[src/rtl/pin_pkg.sv]
// rtl/pin_pkg.sv - shared types and constants for the PIN digit sender
package pin_pkg;

  localparam int PIN_W      = 8;
  localparam int DIGIT_W    = 2;
  localparam int PIN_DIGITS = 4;
  localparam int IDX_W      = $clog2(PIN_DIGITS);

  typedef enum logic [2:0] {
    ST_IDLE,
    ST_SEND,
    ST_GAP,
    ST_WAIT_RESP,
    ST_DRAIN
  } state_e;

  // Digit idx of a PIN word, most significant pair first.
  function automatic logic [DIGIT_W-1:0] pin_digit(input logic [PIN_W-1:0] p,
                                                   input logic [IDX_W-1:0] idx);
    logic [PIN_W-1:0] s;
    s = p << (DIGIT_W * idx);
    return s[PIN_W-1 -: DIGIT_W];
  endfunction

endpackage

[src/rtl/pin_gap_timer.sv]
// rtl/pin_gap_timer.sv - loadable saturating down-counter with terminal-count flag
module pin_gap_timer #(
  parameter int W = 4
) (
  input  logic         clk,
  input  logic         reset_n,
  input  logic         load_i,
  input  logic [W-1:0] load_val_i,
  input  logic         en_i,
  output logic         tc_o
);

  logic [W-1:0] cnt_q, cnt_d;

  // Load wins over counting; the count parks at zero instead of wrapping.
  always_comb begin
    cnt_d = cnt_q;
    if (load_i) begin
      cnt_d = load_val_i;
    end else if (en_i && (cnt_q != '0)) begin
      cnt_d = cnt_q - 1'b1;
    end
  end

  // Counter register.
  always_ff @(posedge clk or negedge reset_n) begin
    if (!reset_n) begin
      cnt_q <= '0;
    end else begin
      cnt_q <= cnt_d;
    end
  end

  assign tc_o = (cnt_q == '0);

endmodule

[src/rtl/pin_sender.sv]
// rtl/pin_sender.sv - serialises a PIN word to the checker; lockout under PIN_SENDER_LOCKOUT_EN
module pin_sender
  import pin_pkg::*;
#(
  parameter int DIGIT_GAP    = 4,
  parameter int RESP_TIMEOUT = 64,
  parameter int MAX_FAILS    = 3
) (
  input  logic               clk,
  input  logic               reset_n,
  input  logic               start,
  input  logic [PIN_W-1:0]   pin,
  output logic [DIGIT_W-1:0] digit,
  output logic               submit,
  input  logic               correct_in,
  input  logic               incorrect_in,
  output logic               busy,
  output logic               done,
  output logic               pass,
  output logic               fail,
  output logic               timeout,
  output logic               locked
);

  localparam int GAP_W = $clog2(DIGIT_GAP + 1);
  localparam int TO_W  = $clog2(RESP_TIMEOUT + 1);

  state_e             state_q, state_d;
  logic [PIN_W-1:0]   pin_q, pin_d;
  logic [IDX_W-1:0]   idx_q, idx_d;
  logic               pass_q, pass_d;
  logic               fail_q, fail_d;
  logic               to_q, to_d;
  logic               gap_load, gap_en, gap_tc;
  logic               to_load, to_en, to_tc;
  logic               attempt_pass, attempt_fail;
  logic               start_block;

  // Gap timer: loaded to DIGIT_GAP-1 in SEND so GAP lasts exactly DIGIT_GAP cycles.
  pin_gap_timer #(.W(GAP_W)) u_gap_timer (
    .clk        (clk),
    .reset_n    (reset_n),
    .load_i     (gap_load),
    .load_val_i (GAP_W'(DIGIT_GAP - 1)),
    .en_i       (gap_en),
    .tc_o       (gap_tc)
  );

  // Response timer: expires once RESP_TIMEOUT cycles have elapsed in WAIT_RESP.
  pin_gap_timer #(.W(TO_W)) u_resp_timer (
    .clk        (clk),
    .reset_n    (reset_n),
    .load_i     (to_load),
    .load_val_i (TO_W'(RESP_TIMEOUT)),
    .en_i       (to_en),
    .tc_o       (to_tc)
  );

  // Next-state and strobe logic; incorrect has priority over correct.
  always_comb begin
    state_d      = state_q;
    pin_d        = pin_q;
    idx_d        = idx_q;
    pass_d       = pass_q;
    fail_d       = fail_q;
    to_d         = to_q;
    gap_load     = 1'b0;
    gap_en       = 1'b0;
    to_load      = 1'b0;
    to_en        = 1'b0;
    submit       = 1'b0;
    done         = 1'b0;
    attempt_pass = 1'b0;
    attempt_fail = 1'b0;
    case (state_q)
      ST_IDLE: begin
        if (start && !start_block) begin
          pin_d   = pin;
          idx_d   = '0;
          pass_d  = 1'b0;
          fail_d  = 1'b0;
          to_d    = 1'b0;
          state_d = ST_SEND;
        end
      end
      ST_SEND: begin
        submit   = 1'b1;
        gap_load = 1'b1;
        state_d  = ST_GAP;
      end
      ST_GAP: begin
        gap_en = 1'b1;
        if (gap_tc) begin
          if (idx_q == IDX_W'(PIN_DIGITS - 1)) begin
            to_load = 1'b1;
            state_d = ST_WAIT_RESP;
          end else begin
            idx_d   = idx_q + 1'b1;
            state_d = ST_SEND;
          end
        end
      end
      ST_WAIT_RESP: begin
        to_en = 1'b1;
        if (incorrect_in) begin
          fail_d       = 1'b1;
          done         = 1'b1;
          attempt_fail = 1'b1;
          state_d      = ST_DRAIN;
        end else if (correct_in) begin
          pass_d       = 1'b1;
          done         = 1'b1;
          attempt_pass = 1'b1;
          state_d      = ST_DRAIN;
        end else if (to_tc) begin
          to_d         = 1'b1;
          done         = 1'b1;
          attempt_fail = 1'b1;
          state_d      = ST_IDLE;
        end
      end
      ST_DRAIN: begin
        if (!correct_in && !incorrect_in) begin
          state_d = ST_IDLE;
        end
      end
      default: state_d = ST_IDLE;
    endcase
  end

  // State and attempt registers.
  always_ff @(posedge clk or negedge reset_n) begin
    if (!reset_n) begin
      state_q <= ST_IDLE;
      pin_q   <= '0;
      idx_q   <= '0;
      pass_q  <= 1'b0;
      fail_q  <= 1'b0;
      to_q    <= 1'b0;
    end else begin
      state_q <= state_d;
      pin_q   <= pin_d;
      idx_q   <= idx_d;
      pass_q  <= pass_d;
      fail_q  <= fail_d;
      to_q    <= to_d;
    end
  end

  assign digit   = (state_q == ST_IDLE) ? '0 : pin_digit(pin_q, idx_q);
  assign busy    = (state_q != ST_IDLE);
  assign pass    = pass_q;
  assign fail    = fail_q;
  assign timeout = to_q;

`ifdef PIN_SENDER_LOCKOUT_EN
  localparam int FC_W = $clog2(MAX_FAILS + 1);

  logic [FC_W-1:0] fails_q, fails_d;
  logic            locked_q, locked_d;

  // Consecutive-fail count; a timeout counts as a failure, a pass clears it.
  always_comb begin
    fails_d  = fails_q;
    locked_d = locked_q;
    if (attempt_pass) begin
      fails_d = '0;
    end else if (attempt_fail && (fails_q != FC_W'(MAX_FAILS))) begin
      fails_d = fails_q + 1'b1;
    end
    if (fails_d == FC_W'(MAX_FAILS)) begin
      locked_d = 1'b1;
    end
  end

  // Lockout registers; locked only clears through reset.
  always_ff @(posedge clk or negedge reset_n) begin
    if (!reset_n) begin
      fails_q  <= '0;
      locked_q <= 1'b0;
    end else begin
      fails_q  <= fails_d;
      locked_q <= locked_d;
    end
  end

  assign locked      = locked_q;
  assign start_block = locked_q;
`else
  // MAX_FAILS has no role without lockout.
  logic unused_lockout;
  assign unused_lockout = (MAX_FAILS > 0) ^ attempt_pass ^ attempt_fail;
  assign locked         = 1'b0;
  assign start_block    = 1'b0;
`endif

endmodule
[config.mk]
export PLATFORM = sky130hd
export DESIGN_NAME = pin_sender
export DESIGN_NICKNAME = d
export VERILOG_FILES = /design/src/rtl/pin_pkg.sv /design/src/rtl/pin_gap_timer.sv /design/src/rtl/pin_sender.sv
export SDC_FILE = /design/constraint.sdc
export NUM_CORES = 1
export LEC_CHECK = 0
export BUFFER_PORTS_ARGS = -buffer_cell sky130_fd_sc_hd__buf_4
export CORE_MARGIN = 2
export CORE_UTILIZATION = 29
export DETAILED_ROUTE_END_ITERATION = 6
export SYNTH_ARGS = -nofsm -noshare
export SYNTH_HDL_FRONTEND = slang
export SYNTH_SLANG_ARGS = --single-unit
[constraint.sdc]
create_clock -name clk -period 1.8 [get_ports clk]
set_input_delay 0.18 -clock clk [delete_from_list [all_inputs] [get_ports clk]]
set_output_delay 0.18 -clock clk [all_outputs]
set_load 0.05 [all_outputs]
# Yosys cells after proc, flatten, opt, wreduce, memory -nomap -nowiden
# Cells that the tools add are included.
# classes
add_sub_neg	3
n_eq_ne	15
shifts	1
n_mux	37
reduce_logical	21
# ops
operator	n
$mux 3	8
$ne 2x2->1 const B	9
$mux 1	17
$pmux 3 s5	1
$mux 7	2
$reduce_and 4->1	3
$mux 2	5
$reduce_bool 2->1	4
$shl 8x3->8	1
$logic_not 7->1	1
$reduce_bool 7->1	1
$sub 7x1->7 const B	1
$eq 3x2->1 const B	2
$logic_not 3->1	2
$pmux 1 s2	3
$reduce_bool 3->1	2
$reduce_and 5->1	1
$ne 4x4->1 const B	1
$pmux 2 s2	1
$eq 3x1->1 const B	1
$eq 3x3->1 const B	1
$logic_and 1x1->1	3
$reduce_and 3->1	1
$sub 3x1->3 const B	1
4 further kinds	5
# totals
regBits	26
in_bits	13
output_inout_bits	9
wordCells	85

# Logic depth before layout (Yosys ltp)
# depth
ltp_word	5
depth_mapped	6
ltp_nobuf	6

# Cells and area by module
# A second synthesis with hierarchy kept.
# hier_totals
cells_unflattened	145
hier_area_um2	1503.9
# modules_own_cells
module	instances	cells_each	area_each_um2	seq_area_each_um2
pin_sender	1	74	852.1	400.4
pin_gap_timer (u_resp_timer)	1	52	461.7	175.2
pin_gap_timer (u_gap_timer)	1	19	190.2	75.1

# Worst setup path before layout
# Ideal clock, no wire load.
# synth_timing
path_type	register -> output
start	register u_resp_timer.cnt_q[2]
end	output done
arrival_time_ns	1.996
t_required_ns	1.620
slack_ns	-0.376
path_stages_with_launch	4
n_path_buf	0
path_cell_list	dfrtp_1 > or4_4 > or2_1 > a21oi_1
# synth_between
elab_chain_cells	5
# synth_rtl
element	line	source
start, declared	pin_gap_timer.sv:13	logic [W-1:0] cnt_q, cnt_d;
start signal, assigned	pin_gap_timer.sv:30	cnt_q <= cnt_d;
$logic_not 7->1	pin_gap_timer.sv:34	assign tc_o = (cnt_q == '0);
$mux 1	pin_sender.sv:115	end else if (to_tc) begin
$mux 1	pin_sender.sv:110	end else if (correct_in) begin
$mux 1	pin_sender.sv:105	if (incorrect_in) begin
$mux 1	pin_sender.sv:75	case (state_q)
end, declared	pin_sender.sv:18	output logic done,
# Every way passes these cells.

# Final worst setup path
# Same ends and word-level chain as after synthesis.

==> flow_summary.toml <==
[sta]
finalCriticalPeriod_ns = 1.92
finalSetupTns_ns = -0.120
fin_ws_ns = -0.120
rsz0062_at_grt = "true"
hold_viol_final = 0
drv_slew = 0
finClkSkew_ns = 0.0116
fin_crit_sh_pct = 107
max_freq_mhz = 521
finalSetupViolCount = 1

[setup_path]
reg2reg_slack_ns = 0.11
crit_path_end_kind = "output port"
crit_path_max_fanout = 2
startpoint_type = "flop"
cp_slowest_cell = "or4_4"
crit_family = "simple AND/OR/NAND/NOR gates"
arrival_ns = 1.74
crit_required_ns = 1.62
path_buf_inv = 1
setup.worst_path.class = "reg2out"
crit_chain = "or4_4 -> or2_4 -> a21oi_4 -> buf_6"
max_stage_delay_ns = 0.53

[detailed_routing]
dr.pass1.iters = 4
routed_wl_microns = 2860
vias_per_cell = 4.85
vias = 1116
drc = 0
drt_iter0_drc = 129
antenna_left = 0
routedWlPerCell_microns = 12.4

[clock_network]
cts_tree = "built"
numClockSinks = 26
cts_buffers = 3
htreeDepth = 1
clk_pin_slew_ns = 0.10
cts_max_path_buffers = 2
root_buffer = "clkbuf_8"
insertion_delay_ns = 0.27

[pwr]
comb_power_share_pct = 57.0
p_sw_share_pct = 41.8
p_leak_nw = 0.853
clkPwrFrac_pct = 11.5
power.switching_mw = 1.39
vdd_ir_drop_max_uv = 788
seq_power_share_pct = 31.5
powerDensity_nw_per_um2 = 1820
internal-power_mw = 1.93

[die]
row_count = 25
fp.coreArea_sq_um = 4690
pin_count = 22
initial_core_util_pct = 29.7
die_h_microns = 73.3
die_x_microns = 73.3
die_area_sq_um = 5380

[finish]
syn_to_final_growth_pct = 31.0
seq_area_sq_um = 652
multi_input_area_sq_um = 692
diodes = 0
final_nets = 195
drive_gt1_share_pct = 34.1
nFillCells = 476

[placed_design]
port-buffer-count = 20
hpwl_microns = 2140
dp_slack_ns = 0.0938
gp_congestion = 0.769

[status]
violations = "negative setup slack"
status = "finished, violations left"

[synthesis]
ys_types = 36
synth_flop_cell = "dfrtp_1"
synth-seq-cells = 26
syn-instance-count = 137
synth_edf_count = 0
synth_area_per_cell_sq_um = 10.2
seq_area_frac_synth_pct = 46.7
synth_area_leaders = "dfrtp_1 47%, mux2_2 6.5%, ha_1 4.5%"
yosysWarnings = 0
ys_async_sr_fraction_pct = 100
syn_nets = 155
yosys.area.top_type = "dfrtp_1"
synth_area_sq_um = 1390
yosysTopAreaCellShare_pct = 46.7

[global_route]
grt_max_degree = 27
grt-ovfl-total = 0
grt_pass1_wl_microns = 4840
grt_antenna_before_repair = 0
first_global_vias = 1043
grtUsageTotal_pct = 11.5

[min_path]
min_path_type = "in2reg"

[job]
cap_violations = 0
## area by class of cell
cell class / instances / share of cell area, %
well taps: 54 / 3.70
inverters: 10 / 2.06
flip-flops and latches: 26 / 35.7
clock buffers: 4 / 3.02
multi-input cells: 95 / 37.9
repair buffers: 41 / 17.6
## power groups by stage
stage | Combinational [mW] | Clock (mW) | Sequential [mW]
6_report | 1.89 | 0.382 | 1.05
5_1_grt | 2.08 | 0.422 | 1.09
2_1_floorplan | 1.20 | 0 | 1.07
4_1_cts | 1.78 | 0.393 | 1.06
3_3_place_gp | 1.72 | 0 | 1.06
3_5_place_dp | 1.73 | 0 | 1.08
## layer usage
layer  vias to the layer above  part of all wire [%]  GRT usage (%)
met2                        13                    50           18.9
li1                        562                     -              -
met4                         0                  0.38           2.42
met1                       539                    46           15.7
met5                         -                     0              0
met3                         2                   3.3           2.19
## worst paths after layout
| kind | start | endpoint | cells after the start |
|---|---|---|---|
| setup / recovery | u_resp_timer.cnt_q[2] | done | 4 |
| hold / removal | correct_in | state_q[0] | 2 |
| setup reg to reg | u_resp_timer.cnt_q[2] | u_resp_timer.cnt_q[3] | 5 |
| hold reg to reg | u_gap_timer.cnt_q[1] | u_gap_timer.cnt_q[1] | 1 |
| max in group asynchronous | reset_n | idx_q[0] | 2 |
| min in group asynchronous | reset_n | u_resp_timer.cnt_q[3] | 2 |
## cell families (layout without fill, tap and decap cells)
group	after synthesis	in the layout	synth area share, %
adders and majority gates	5	5	4.49
DFF	26	26	46.7
buffers and inverters	16	55	5.03
and+or+nand+nor	47	47	17.1
muxes	15	15	13.3
AOI/OAI and AO/OA	27	27	13.2
other	1	1	0.269
## flip-flops by register name, indices dropped and copies added, names as in the netlist
signal,flops
u_gap_timer.cnt_q,3
idx_q,2
pass,1
pin_q,8
u_resp_timer.cnt_q,7
state_q,3
fail,1
timeout,1
## synthesized netlist by cell type (2+ instances only)
master / count
dfrtp_1: 26
nor2_1: 14
inv_1: 10
mux2_2: 8
nand2_1: 8
a21oi_1: 6
nor3_1: 6
o21ai_0: 6
ha_1: 5
mux2i_1: 5
nor2b_1: 5
nand3_1: 4
o31ai_1: 3
a31oi_1: 2
and3b_1: 2
buf_2: 2
buf_4: 2
clkbuf_1: 2
mux4_2: 2
nand4_1: 2
o22a_1: 2
## repair_timing
item,in CTS,in global routing
gates cloned,0,0
endpoints found under the setup margin,3,7
hold buffers,1,0
setup buffers,2,7
hold endpoints to repair,26,0
pin swaps,1,1
gates resized for setup,3,2
## layout by cell type, fill, tap and decap left out, types with 2 or more instances in the layout
master / count
inv_1: 10
a31oi_1: 2
nor3_1: 5
mux2i_1: 5
nor2_1: 14
nand2_1: 8
and3b_1: 2
o21ai_0: 6
o31ai_1: 3
o22a_1: 2
nor2b_1: 5
dfrtp_1: 25
clkbuf_8: 4
mux4_2: 2
nand4_1: 2
buf_4: 37
mux2_2: 8
ha_1: 5
a21oi_1: 5
nand3_1: 4
buf_6: 3
## per-stage QoR
stage          util (%)  instance area, sq um  std cells  power, mW  hold slack (ns)
2_1_floorplan         -                  1410        137       2.28           -0.116
3_3_place_gp       35.8                  1680        216       2.78            0.113
3_5_place_dp       35.8                  1680        216       2.81            0.112
4_1_cts            37.6                  1770        223       3.23            0.107
5_1_grt            38.9                  1830        230       3.60            0.103
6_report           38.9                  1830        230       3.32            0.111
No activity file was read; power rests on OpenSTA's default activity.
